===== src/rtl/div_rr_scheduler.sv =====
// Round-robin front end sharing one pipelined signed divider among NREQ requesters.
// A tag pipeline shadows the divider so each result is steered back to its issuer.
module div_rr_scheduler #(
    parameter int N       = 8,
    parameter int M       = 8,
    parameter int NREQ    = 4,
    parameter int LATENCY = N + 2
) (
    input  logic                clk_i,
    input  logic                rst_n_i,
    input  logic                en_i,
    input  logic [NREQ-1:0]     req_valid_i,
    output logic [NREQ-1:0]     req_ready_o,
    input  logic [NREQ*N-1:0]   req_dividend_i,
    input  logic [NREQ*M-1:0]   req_divisor_i,
    output logic                div_valid_o,
    output logic [N-1:0]        div_dividend_o,
    output logic [M-1:0]        div_divisor_o,
    input  logic                div_valid_i,
    input  logic [N-1:0]        div_quotient_i,
    input  logic [M-1:0]        div_remainder_i,
    output logic [NREQ-1:0]     rsp_valid_o,
    output logic [N-1:0]        rsp_quotient_o,
    output logic [M-1:0]        rsp_remainder_o,
    output logic                rsp_dz_o,
    output logic                busy_o,
    output logic                sync_err_o
);
    localparam int PW = $clog2(NREQ);
    localparam int CW = $clog2(LATENCY + 3);

    logic [PW-1:0]   ptr_reg;
    logic [NREQ-1:0] grant;
    logic [PW-1:0]   gnt_id;
    logic            gnt_found;
    logic            handshake;
    logic [N-1:0]    dividend_arr [NREQ];
    logic [M-1:0]    divisor_arr  [NREQ];
    logic [PW-1:0]   issue_id_reg;
    logic            issue_dz_reg;
    logic            tag_valid_reg [LATENCY];
    logic [PW-1:0]   tag_id_reg    [LATENCY];
    logic            tag_dz_reg    [LATENCY];
    logic            tag_out_valid;
    logic [PW-1:0]   tag_out_id;
    logic            tag_out_dz;
    logic [NREQ-1:0] rsp_hit;
    logic [CW-1:0]   count_reg;

    genvar gi;
    generate
        for (gi = 0; gi < NREQ; gi++) begin : g_req
            assign dividend_arr[gi] = req_dividend_i[gi*N +: N];
            assign divisor_arr[gi]  = req_divisor_i[gi*M +: M];
            assign rsp_hit[gi]      = div_valid_i & tag_out_valid & (tag_out_id == PW'(gi));
        end
    endgenerate

    // Search from ptr upward, wrapping modulo NREQ; first asserted valid wins.
    always_comb begin : arb_comb
        logic [PW:0] cand;
        grant     = '0;
        gnt_id    = '0;
        gnt_found = 1'b0;
        cand      = '0;
        for (int k = 0; k < NREQ; k++) begin
            cand = {1'b0, ptr_reg} + (PW+1)'(k);
            if (cand >= (PW+1)'(NREQ)) begin
                cand = cand - (PW+1)'(NREQ);
            end
            if (!gnt_found && req_valid_i[cand[PW-1:0]]) begin
                gnt_found                = 1'b1;
                grant[cand[PW-1:0]]      = 1'b1;
                gnt_id                   = cand[PW-1:0];
            end
        end
    end

    assign req_ready_o = (en_i && rst_n_i) ? grant : '0;
    assign handshake   = en_i & gnt_found;

    always_ff @(posedge clk_i or negedge rst_n_i) begin
        if (!rst_n_i) begin
            ptr_reg        <= '0;
            div_valid_o    <= 1'b0;
            div_dividend_o <= '0;
            div_divisor_o  <= '0;
            issue_id_reg   <= '0;
            issue_dz_reg   <= 1'b0;
        end else begin
            div_valid_o <= handshake;
            if (handshake) begin
                ptr_reg        <= (gnt_id == PW'(NREQ - 1)) ? '0 : gnt_id + 1'b1;
                div_dividend_o <= dividend_arr[gnt_id];
                div_divisor_o  <= divisor_arr[gnt_id];
                issue_id_reg   <= gnt_id;
                issue_dz_reg   <= (divisor_arr[gnt_id] == '0);
            end else begin
                issue_id_reg   <= '0;
                issue_dz_reg   <= 1'b0;
            end
        end
    end

    // The issue register is the head of the tag pipe; LATENCY more stages match the divider.
    always_ff @(posedge clk_i or negedge rst_n_i) begin
        if (!rst_n_i) begin
            for (int k = 0; k < LATENCY; k++) begin
                tag_valid_reg[k] <= 1'b0;
                tag_id_reg[k]    <= '0;
                tag_dz_reg[k]    <= 1'b0;
            end
        end else begin
            tag_valid_reg[0] <= div_valid_o;
            tag_id_reg[0]    <= issue_id_reg;
            tag_dz_reg[0]    <= issue_dz_reg;
            for (int k = 1; k < LATENCY; k++) begin
                tag_valid_reg[k] <= tag_valid_reg[k-1];
                tag_id_reg[k]    <= tag_id_reg[k-1];
                tag_dz_reg[k]    <= tag_dz_reg[k-1];
            end
        end
    end

    assign tag_out_valid = tag_valid_reg[LATENCY-1];
    assign tag_out_id    = tag_id_reg[LATENCY-1];
    assign tag_out_dz    = tag_dz_reg[LATENCY-1];

    always_ff @(posedge clk_i or negedge rst_n_i) begin
        if (!rst_n_i) begin
            rsp_valid_o     <= '0;
            rsp_quotient_o  <= '0;
            rsp_remainder_o <= '0;
            rsp_dz_o        <= 1'b0;
            sync_err_o      <= 1'b0;
            count_reg       <= '0;
        end else begin
            rsp_valid_o <= rsp_hit;
            if (|rsp_hit) begin
                rsp_quotient_o  <= tag_out_dz ? '0 : div_quotient_i;
                rsp_remainder_o <= tag_out_dz ? '0 : div_remainder_i;
                rsp_dz_o        <= tag_out_dz;
            end
            if (tag_out_valid != div_valid_i) begin
                sync_err_o <= 1'b1;
            end
            case ({handshake, |rsp_valid_o})
                2'b10:   count_reg <= count_reg + 1'b1;
                2'b01:   count_reg <= count_reg - 1'b1;
                default: count_reg <= count_reg;
            endcase
        end
    end

    assign busy_o = (count_reg != '0);

endmodule


===== config.mk =====
export PLATFORM = sky130hd
export DESIGN_NAME = div_rr_scheduler
export DESIGN_NICKNAME = d
export VERILOG_FILES = /design/src/rtl/div_rr_scheduler.sv
export SDC_FILE = /design/constraint.sdc
export NUM_CORES = 1
export LEC_CHECK = 0
export BUFFER_PORTS_ARGS = -buffer_cell sky130_fd_sc_hd__buf_4
export CAP_MARGIN = 15
export CORE_ASPECT_RATIO = 0.8
export CORE_MARGIN = 4
export CORE_UTILIZATION = 35
export CTS_CLUSTER_SIZE = 16
export DETAILED_ROUTE_END_ITERATION = 10
export PLACE_DENSITY = 0.61
export SETUP_SLACK_MARGIN = 0.1
export SLEW_MARGIN = 20
export SYNTH_ARGS = -nofsm -noshare
export SYNTH_HDL_FRONTEND = slang
export SYNTH_SLANG_ARGS = --single-unit
export TNS_END_PERCENT = 20

===== constraint.sdc =====
create_clock -name clk_i -period 7.95 [get_ports clk_i]
set_input_delay 0 -clock clk_i [delete_from_list [all_inputs] [get_ports clk_i]]
set_output_delay 0 -clock clk_i [all_outputs]
set_load 0.005 [all_outputs]

==> results.yml, run 1 <==
clock_network:
  cts_hold_buf: 18
  clock_latency_ns: 0.33
  cts_root_buffer: "clkbuf_16"
  cts_buffer_depth: 2
  clkTransAtPathRegs_ns: 0.06
  post_cts_buffers: 0
  cts_num_sinks: 88
  cts_tree: "done"
  htreeDepth: 3
  numCtsBuffers: 9
  cts_resized: 0
sta:
  min_period_ns: 4.20
  setup_slack_ns: 3.75
  final-setup-viol-count: 0
  report.final.slew_viol_count: 0
  hold_viol: 0
  fmax_mhz: 238
  worst_pin_slew_ns: 1.14
  final.setup_skew_ns: 0.00778
  min_period_over_period: 0.528
  setup_tns_ns: 0
  slew_headroom: 0.242
  rsz0062_at_grt: "false"
floorplanning:
  die_y_um: 106
  start_util: 0.361
  rows: 35
  io_pins: 132
  die_x_um: 130
  fp.dieArea_um2: 13800
  core_area_um2: 11600
grt:
  grt_pass1_vias: 3377
  grt_pass1_wl_mm: 15.8
  grt_max_degree: 68
  grt.overflow.total: 0
  grtUsageTotal: 0.142
  antenna_found_initial: 0
synthesis:
  synth_edf_count: 0
  synth.top_cell.area_share: 0.526
  synth_area_um2: 4190
  synth_cell_types: 47
  ys_warn_count: 0
  yosysSeqAreaShare: 0.526
  synth-seq-cells: 88
  synth.area.top_cells: "dfrtp_1, mux2i_1, o21ai_0"
  syn_inst: 376
  synth.avg_cell_area_um2: 11.1
  yosys.area.top_type: "dfrtp_1"
  synthFlopType: "dfrtp_1"
  synth-async-reset-ratio: 1.00
  synth_nets: 475
place:
  dp_worst_setup_slack_ns: 3.79
  place_congestion: 0.943
  dpl-instance-area_um2: 5260
  dp_hpwl_mm: 6.93
  portBuffers: 131
finish:
  drive_above_1_share: 0.334
  final_nets: 613
  num_antenna_cells: 0
  layout_commonest_cell: "buf_4"
  fin_util: 0.496
  area_growth_pct: 37.3
  final_cell_mix: "buf_4, dfrtp_1, inv_1"
  largest_reg_flops: 18
  stdcell_area_um2: 5750
power:
  power.density_nw_per_um2: 356
  p_sw_mw: 0.736
  clock_power_share: 0.212
  pwr-share-seq: 0.338
  power.leakage_nw: 2.80
  p_int_mw: 1.31
  fin_total_pwr_mw: 2.05
  ir_worst_vdd_uv: 156
  swShare: 0.359
  combPwrFrac: 0.450
detailed_routing:
  drtAntennaViolNets: 0
  vias: 3339
  wl_per_cell_um: 14.4
  remaining_drc_errors: 0
  post_drt_via_cell_ratio: 5.01
  drt-total-wl_mm: 9.59
  drt_iter0_markers: 149
  drt_first_pass_iters: 5
critical_path:
  worstPathArrival_ns: 4.47
  required_ns: 8.22
  crit-reg2reg-launch: "ptr_reg[0]"
  startpoint: "ptr_reg[0]"
  crit_path_end: "issue_dz_reg"
  path_class: "reg2reg"
  r2r_end: "issue_dz_reg"
  r2r_cells: 9
  crit_fanout: 32
  cp-start-kind: "register"
  reg2reg_slack_ns: 3.75
  cp-end-kind: "register"
hold_path:
  hp-class: "in2reg"
outcome:
  outcome: "finished clean"
job:
  maxCapViolations: 0
[per-stage QoR]
| stage | std cells | hold WS, ns |
|---|---|---|
| final | 666 | 0.0555 |
| after global routing | 666 | 0.0620 |
| after CTS | 666 | 0.0341 |
| after detailed placement | 633 | -0.0945 |
| after global placement | 633 | -0.0976 |
| after floorplan | 376 | -0.296 |
[worst max-delay path, cell delays in order (launching register included)]
cell	delay (ns)
dfrtp_1	0.78
inv_1	0.29
ha_1	0.52
mux4_2	0.47
nor4_4	0.70
or4_1	0.20
buf_4	0.36
o221ai_1	0.23
a222oi_1	0.36
and4_1	0.23
[power groups by stage]
stage / registers, mW / clock network (mW) / logic (mW)
after global placement: 0.696 / 0 / 0.898
after global routing: 0.714 / 0.468 / 1.02
after CTS: 0.695 / 0.449 / 0.927
after detailed placement: 0.700 / 0 / 0.917
final: 0.692 / 0.434 / 0.923
after floorplan: 0.669 / 0 / 0.674
[metal layers]
metal | vias to the layer above | share of wire | GRT usage
met5 | - | 0 | 0
met4 | 0 | 0.0066 | 0.0490
met3 | 4 | 0.11 | 0.0486
met2 | 163 | 0.41 | 0.201
met1 | 1543 | 0.47 | 0.203
li1 | 1629 | - | -
[logic make-up after synthesis]
logic type | count (synthesis) | synth area share
AO/OA/AOI/OAI | 88 | 0.156
AND/OR/NAND/NOR | 88 | 0.114
flip-flops | 88 | 0.526
buffers and inverters | 62 | 0.0657
multiplexers | 33 | 0.0938
adder cells (fa/ha/maj) | 11 | 0.0329
XOR/XNOR | 6 | 0.0125
[worst min-delay path by stage]
stage,start,end,slack (ns),depth (start not counted)
6_report,req_divisor_i[26],div_divisor_o[2],0.06,3
5_1_grt,req_divisor_i[26],div_divisor_o[2],0.06,3
4_1_cts,req_divisor_i[26],div_divisor_o[2],0.03,3
3_5_place_dp,rst_n_i,rsp_quotient_o[2],-0.09,1
3_3_place_gp,rst_n_i,rsp_quotient_o[2],-0.1,1
2_1_floorplan,rst_n_i,count_reg[0],-0.30,0
[layout make-up]
type	instances	area (µm²)
inverters	36	135
fillers	1043	5850
clock inverters	5	82.6
clock buffers	10	229
repair buffers	153	1190
well taps	148	185
flip-flops and latches	88	2200
multi-input cells	226	1720
[Yosys cell counts (5+ instances only)]
cell type and n:
a21oi_1 6, clkbuf_1 15, dfrtp_1 88, ha_1 11
inv_1 36, mux2_2 10, mux2i_1 19, nand2_1 35
nor2_1 15, o2111ai_1 5, o21ai_0 33, o221ai_1 8
o41ai_1 14, or4_1 8
Power figures use the tool's default switching activity.
==> inputs of run 2 (changes only) <==
==> constraint.sdc (replaced) <==
create_clock -name clk_i -period 4.2 [get_ports clk_i]
set_input_delay 0 -clock clk_i [delete_from_list [all_inputs] [get_ports clk_i]]
set_output_delay 0 -clock clk_i [all_outputs]
set_load 0.005 [all_outputs]
==> results.yml, run 2 (same netlist as run 1, synthesis figures left out) <==
clock_network:
  cts_resized: 0
  clkTransAtPathRegs_ns: 0.06
  cts_buffer_depth: 2
  clock_latency_ns: 0.32
  cts_num_sinks: 88
  cts_tree: "done"
  cts_root_buffer: "clkbuf_16"
  htreeDepth: 3
  post_cts_buffers: 0
  numCtsBuffers: 9
critical_path:
  worst-path-buf-inv: 2
  cp_common_cell: "buf_4"
  crit_fanout: 32
  startpoint: "ptr_reg[0]"
  crit_cells: 8
  cpPeakStageDelay_ns: 0.84
  cp-end-kind: "register"
  crit_chain: "buf_4 > or3b_2 > a21oi_1 > or4_1 > buf_4 > o221ai_1 > a222oi_1 > and4_1"
  crit_family: "compound AO/OA/AOI/OAI gates"
  required_ns: 4.46
  reg2reg_slack_ns: 0.81
  r2r_cells: 8
  crit-reg2reg-launch: "ptr_reg[0]"
  cpMaxStageDelayCell: "a21oi_1"
  cp-start-kind: "register"
  worstPathArrival_ns: 3.66
  r2r_end: "issue_dz_reg"
  crit_path_end: "issue_dz_reg"
  path_class: "reg2reg"
power:
  power.density_nw_per_um2: 682
  fin_total_pwr_mw: 3.97
  power.leakage_nw: 2.83
  ir_worst_vdd_uv: 336
finish:
  num_antenna_cells: 0
  final_cells: 671
  layout_commonest_cell: "buf_4"
  area_growth_pct: 38.9
  final_nets: 617
  final_cell_mix: "buf_4, dfrtp_1, inv_1"
  fin_util: 0.501
  largest_reg_flops: 18
  stdcell_area_um2: 5820
  drive_above_1_share: 0.340
outcome:
  outcome: "finished clean"
job:
  maxCapViolations: 0
hold_path:
  hp-class: "in2reg"
place:
  dp_cells: 636
  portBuffers: 131
  dp_worst_setup_slack_ns: 0.887
  place_congestion: 0.968
  dpl-instance-area_um2: 5280
  dp_hpwl_mm: 7.04
detailed_routing:
  vias: 3304
  drt_first_pass_iters: 5
  drtAntennaViolNets: 0
  drt-total-wl_mm: 9.57
  post_drt_via_cell_ratio: 4.92
  remaining_drc_errors: 0
  wl_per_cell_um: 14.3
  drt_iter0_markers: 184
sta:
  final-setup-viol-count: 0
  final.setup_skew_ns: 0.00664
  min_period_over_period: 0.807
  rsz0062_at_grt: "false"
  hold_viol: 0
  min_period_ns: 3.39
  worst_pin_slew_ns: 1.05
  fin_hold_ws_ns: 0.0729
  setup_tns_ns: 0
  report.final.slew_viol_count: 0
  slew_headroom: 0.299
  fmax_mhz: 295
  setup_slack_ns: 0.809
grt:
  grtUsageTotal: 0.140
  antenna_found_initial: 0
  grt.overflow.total: 0
  grt_pass1_wl_mm: 15.7
  grt_pass1_vias: 3353
  grt_max_degree: 88
floorplanning:
  start_util: 0.361
  io_pins: 132
  die_y_um: 106
  die_x_um: 130
  rows: 35
  core_area_um2: 11600
  fp.dieArea_um2: 13800
run 2: cell types whose count changed in the layout (fill, tap and decap cells not counted), sizes merged:
cell / delta
clkinv: -2
dlygate4sd3: +1
inv: +1
clkbuf: -1
bufinv: +1
buf: +3
clkinvlp: +2
run 2: layout make-up:
class / instances / area (µm²)
fillers: 1034 / 5790
flip-flops and latches: 88 / 2200
multi-input cells: 226 / 1720
repair buffers: 157 / 1230
clock buffers: 9 / 225
well taps: 148 / 185
inverters: 36 / 135
clock inverters: 7 / 119
run 2: worst min-delay path by stage:
stage	startpoint	endpoint	depth (start not counted)
after floorplan	rst_n_i	count_reg[0]	0
after detailed placement	rst_n_i	rsp_quotient_o[2]	1
after global routing	req_divisor_i[26]	div_divisor_o[2]	3
after global placement	rst_n_i	rsp_quotient_o[2]	1
after CTS	req_divisor_i[27]	div_divisor_o[3]	3
final	req_divisor_i[27]	div_divisor_o[3]	3
run 2: worst reg2reg max path: stages, from the launching register on:
cell	delay (ns)
dfrtp_1	0.37
buf_4	0.20
or3b_2	0.48
a21oi_1	0.84
or4_1	0.22
buf_4	0.36
o221ai_1	0.24
a222oi_1	0.39
and4_1	0.23
run 2: repair_timing:
action | 4_1_cts | 5_1_grt
endpoints found under the setup margin | 0 | 0
hold endpoints to repair | 18 | 0
hold buffers | 19 | 0
run 2: power breakdown:
| part | internal, mW | leakage [nW] | switching (mW) |
|---|---|---|---|
| sequential | 1.12 | 1.11 | 0.142 |
| clock | 0.581 | 0.162 | 0.308 |
| combinational | 0.862 | 1.56 | 0.953 |
| total | 2.57 | 2.83 | 1.40 |
run 2: per-layer routing:
layer,track usage,up-vias,share of wire
li1,-,1633,-
met1,0.202,1490,0.48
met2,0.198,169,0.41
met3,0.0578,12,0.11
met4,0.0282,0,0.0089
met5,0,-,0
==> inputs of run 3 (changes only) <==
==> constraint.sdc (replaced) <==
create_clock -name clk_i -period 3.2 [get_ports clk_i]
set_input_delay 0 -clock clk_i [delete_from_list [all_inputs] [get_ports clk_i]]
set_output_delay 0 -clock clk_i [all_outputs]
set_load 0.005 [all_outputs]
==> results.yml, run 3 (same netlist as run 1, synthesis figures left out) <==
power:
  pwr-share-seq: 0.321
  combPwrFrac: 0.484
  power.density_nw_per_um2: 891
  ir_worst_vdd_uv: 505
  power.leakage_nw: 2.82
  swShare: 0.367
  clock_power_share: 0.195
  p_int_mw: 3.28
  p_sw_mw: 1.90
detailed_routing:
  wl_per_cell_um: 14.9
  vias: 3454
  drt_first_pass_iters: 5
  drtAntennaViolNets: 0
  drt-total-wl_mm: 10.1
  post_drt_via_cell_ratio: 5.12
  remaining_drc_errors: 0
  drt_iter0_markers: 217
clock_network:
  clkTransAtPathRegs_ns: 0.06
  clock_latency_ns: 0.34
  cts_tree: "done"
  cts_root_buffer: "clkbuf_16"
  numCtsBuffers: 9
  htreeDepth: 3
  cts_buffer_depth: 2
  cts_num_sinks: 88
floorplanning:
  core_area_um2: 11600
  die_y_um: 106
  rows: 35
  start_util: 0.361
  fp.dieArea_um2: 13800
  io_pins: 132
  die_x_um: 130
critical_path:
  r2r_end: "issue_dz_reg"
  r2r_cells: 8
  reg2reg_slack_ns: 0.22
  required_ns: 3.47
  cp-end-kind: "register"
  crit-reg2reg-launch: "ptr_reg[0]"
  cp-start-kind: "register"
  crit_fanout: 20
  path_class: "reg2reg"
  worstPathArrival_ns: 3.25
hold_path:
  whs_endpoint: "div_divisor_o[3]"
  holdPathStages: 3
  hp-class: "in2reg"
  hp-start: "req_divisor_i[27]"
place:
  portBuffers: 131
  place_congestion: 0.885
  dp_hpwl_mm: 7.31
  dpl-instance-area_um2: 5340
sta:
  setup_tns_ns: 0
  hold_viol: 0
  min_period_ns: 2.98
  worst_pin_slew_ns: 0.901
  fmax_mhz: 335
  slew_headroom: 0.398
  final-setup-viol-count: 0
  report.final.slew_viol_count: 0
  rsz0062_at_grt: "true"
  min_period_over_period: 0.932
  final.setup_skew_ns: 0.00970
finish:
  fill_cells: 1032
  stdcell_area_um2: 5810
  layout_commonest_cell: "buf_4"
  largest_reg_flops: 18
  num_antenna_cells: 0
  regArea_um2: 2200
  drive_above_1_share: 0.352
  multi_input_area_um2: 1740
  final_cell_mix: "buf_4, dfrtp_1, nand2_1"
  area_growth_pct: 38.8
  final_nets: 620
job:
  maxCapViolations: 0
grt:
  grt.overflow.total: 0
  grtUsageTotal: 0.152
  grt_pass1_wl_mm: 16.8
  grt_max_degree: 55
  grt_pass1_vias: 3492
  antenna_found_initial: 0
outcome:
  outcome: "finished clean"
run 3: cell count changes in the layout (fill, tap and decap cells not counted), moves of 2 or more:
cell       before  now
inv_1          36   34
clkbuf_1        0    2
inv_2           0    2
bufinv_16       3    1
buf_4         137  141
run 3: what timing repair did:
item | 4_1_cts | 5_1_grt
pin swaps | 0 | 1
resized for setup | 1 | 0
buffers inserted | 0 | 0
endpoints found under the hold margin | 69 | 0
setup endpoints to repair | 1 | 2
hold buffers | 18 | 0
run 3: power groups by stage:
| stage | Sequential [mW] | Combinational (mW) | Clock (mW) |
|---|---|---|---|
| global route | 1.71 | 2.77 | 1.10 |
| floorplan | 1.66 | 1.75 | 0 |
| detailed placement | 1.69 | 2.47 | 0 |
| finish | 1.67 | 2.51 | 1.01 |
| global placement | 1.67 | 2.43 | 0 |
| CTS | 1.67 | 2.51 | 1.05 |
run 3: cell type report:
class,count,area share
clock inverter,5,0.00990
sequential,88,0.379
multi-input combinational,226,0.300
inverter,36,0.0232
clock buffer,11,0.0400
tap,148,0.0318
timing repair buffer,160,0.216
run 3: per-layer routing:
metal	vias up	routed length [µm]	track usage	share of wire
met5	-	0	0	0
met4	0	148	0.0445	0.015
met3	15	1310	0.0679	0.13
met2	193	4190	0.213	0.42
met1	1597	4420	0.212	0.44
li1	1649	-	-	-
run 3: worst max path at each step:
stage | startpoint | end | slack, ns | depth (start not counted)
after floorplan | ptr_reg[1] | count_reg[2] | 0.11 | 14
after CTS | ptr_reg[0] | issue_dz_reg | 0.26 | 8
final | ptr_reg[0] | issue_dz_reg | 0.22 | 8
after global placement | ptr_reg[0] | issue_dz_reg | 0.20 | 8
after global routing | ptr_reg[1] | issue_dz_reg | 0.1 | 9
after detailed placement | ptr_reg[0] | issue_dz_reg | 0.1 | 8
run 3: critical path, stage by stage (launching register included):
cell and delay [ns]:
dfrtp_1 0.36, buf_4 0.25, mux4_2 0.67, nor4_4 0.36, buf_4 0.26, nor4_1 0.13
or4_1 0.46, a32oi_1 0.21, and4_1 0.21
run 3: metrics by stage:
step / utilization / power [mW] / instances / worst slack (ns) / hold WS [ns]
2_1_floorplan: - / 3.41 / 376 / 0.111 / -0.296
3_3_place_gp: 0.460 / 4.10 / 640 / 0.196 / 0.0777
3_5_place_dp: 0.460 / 4.15 / 640 / 0.0992 / 0.0952
4_1_cts: 0.501 / 5.23 / 674 / 0.262 / 0.0333
5_1_grt: 0.501 / 5.58 / 674 / 0.0973 / 0.0439
6_report: 0.501 / 5.18 / 674 / 0.218 / 0.0514
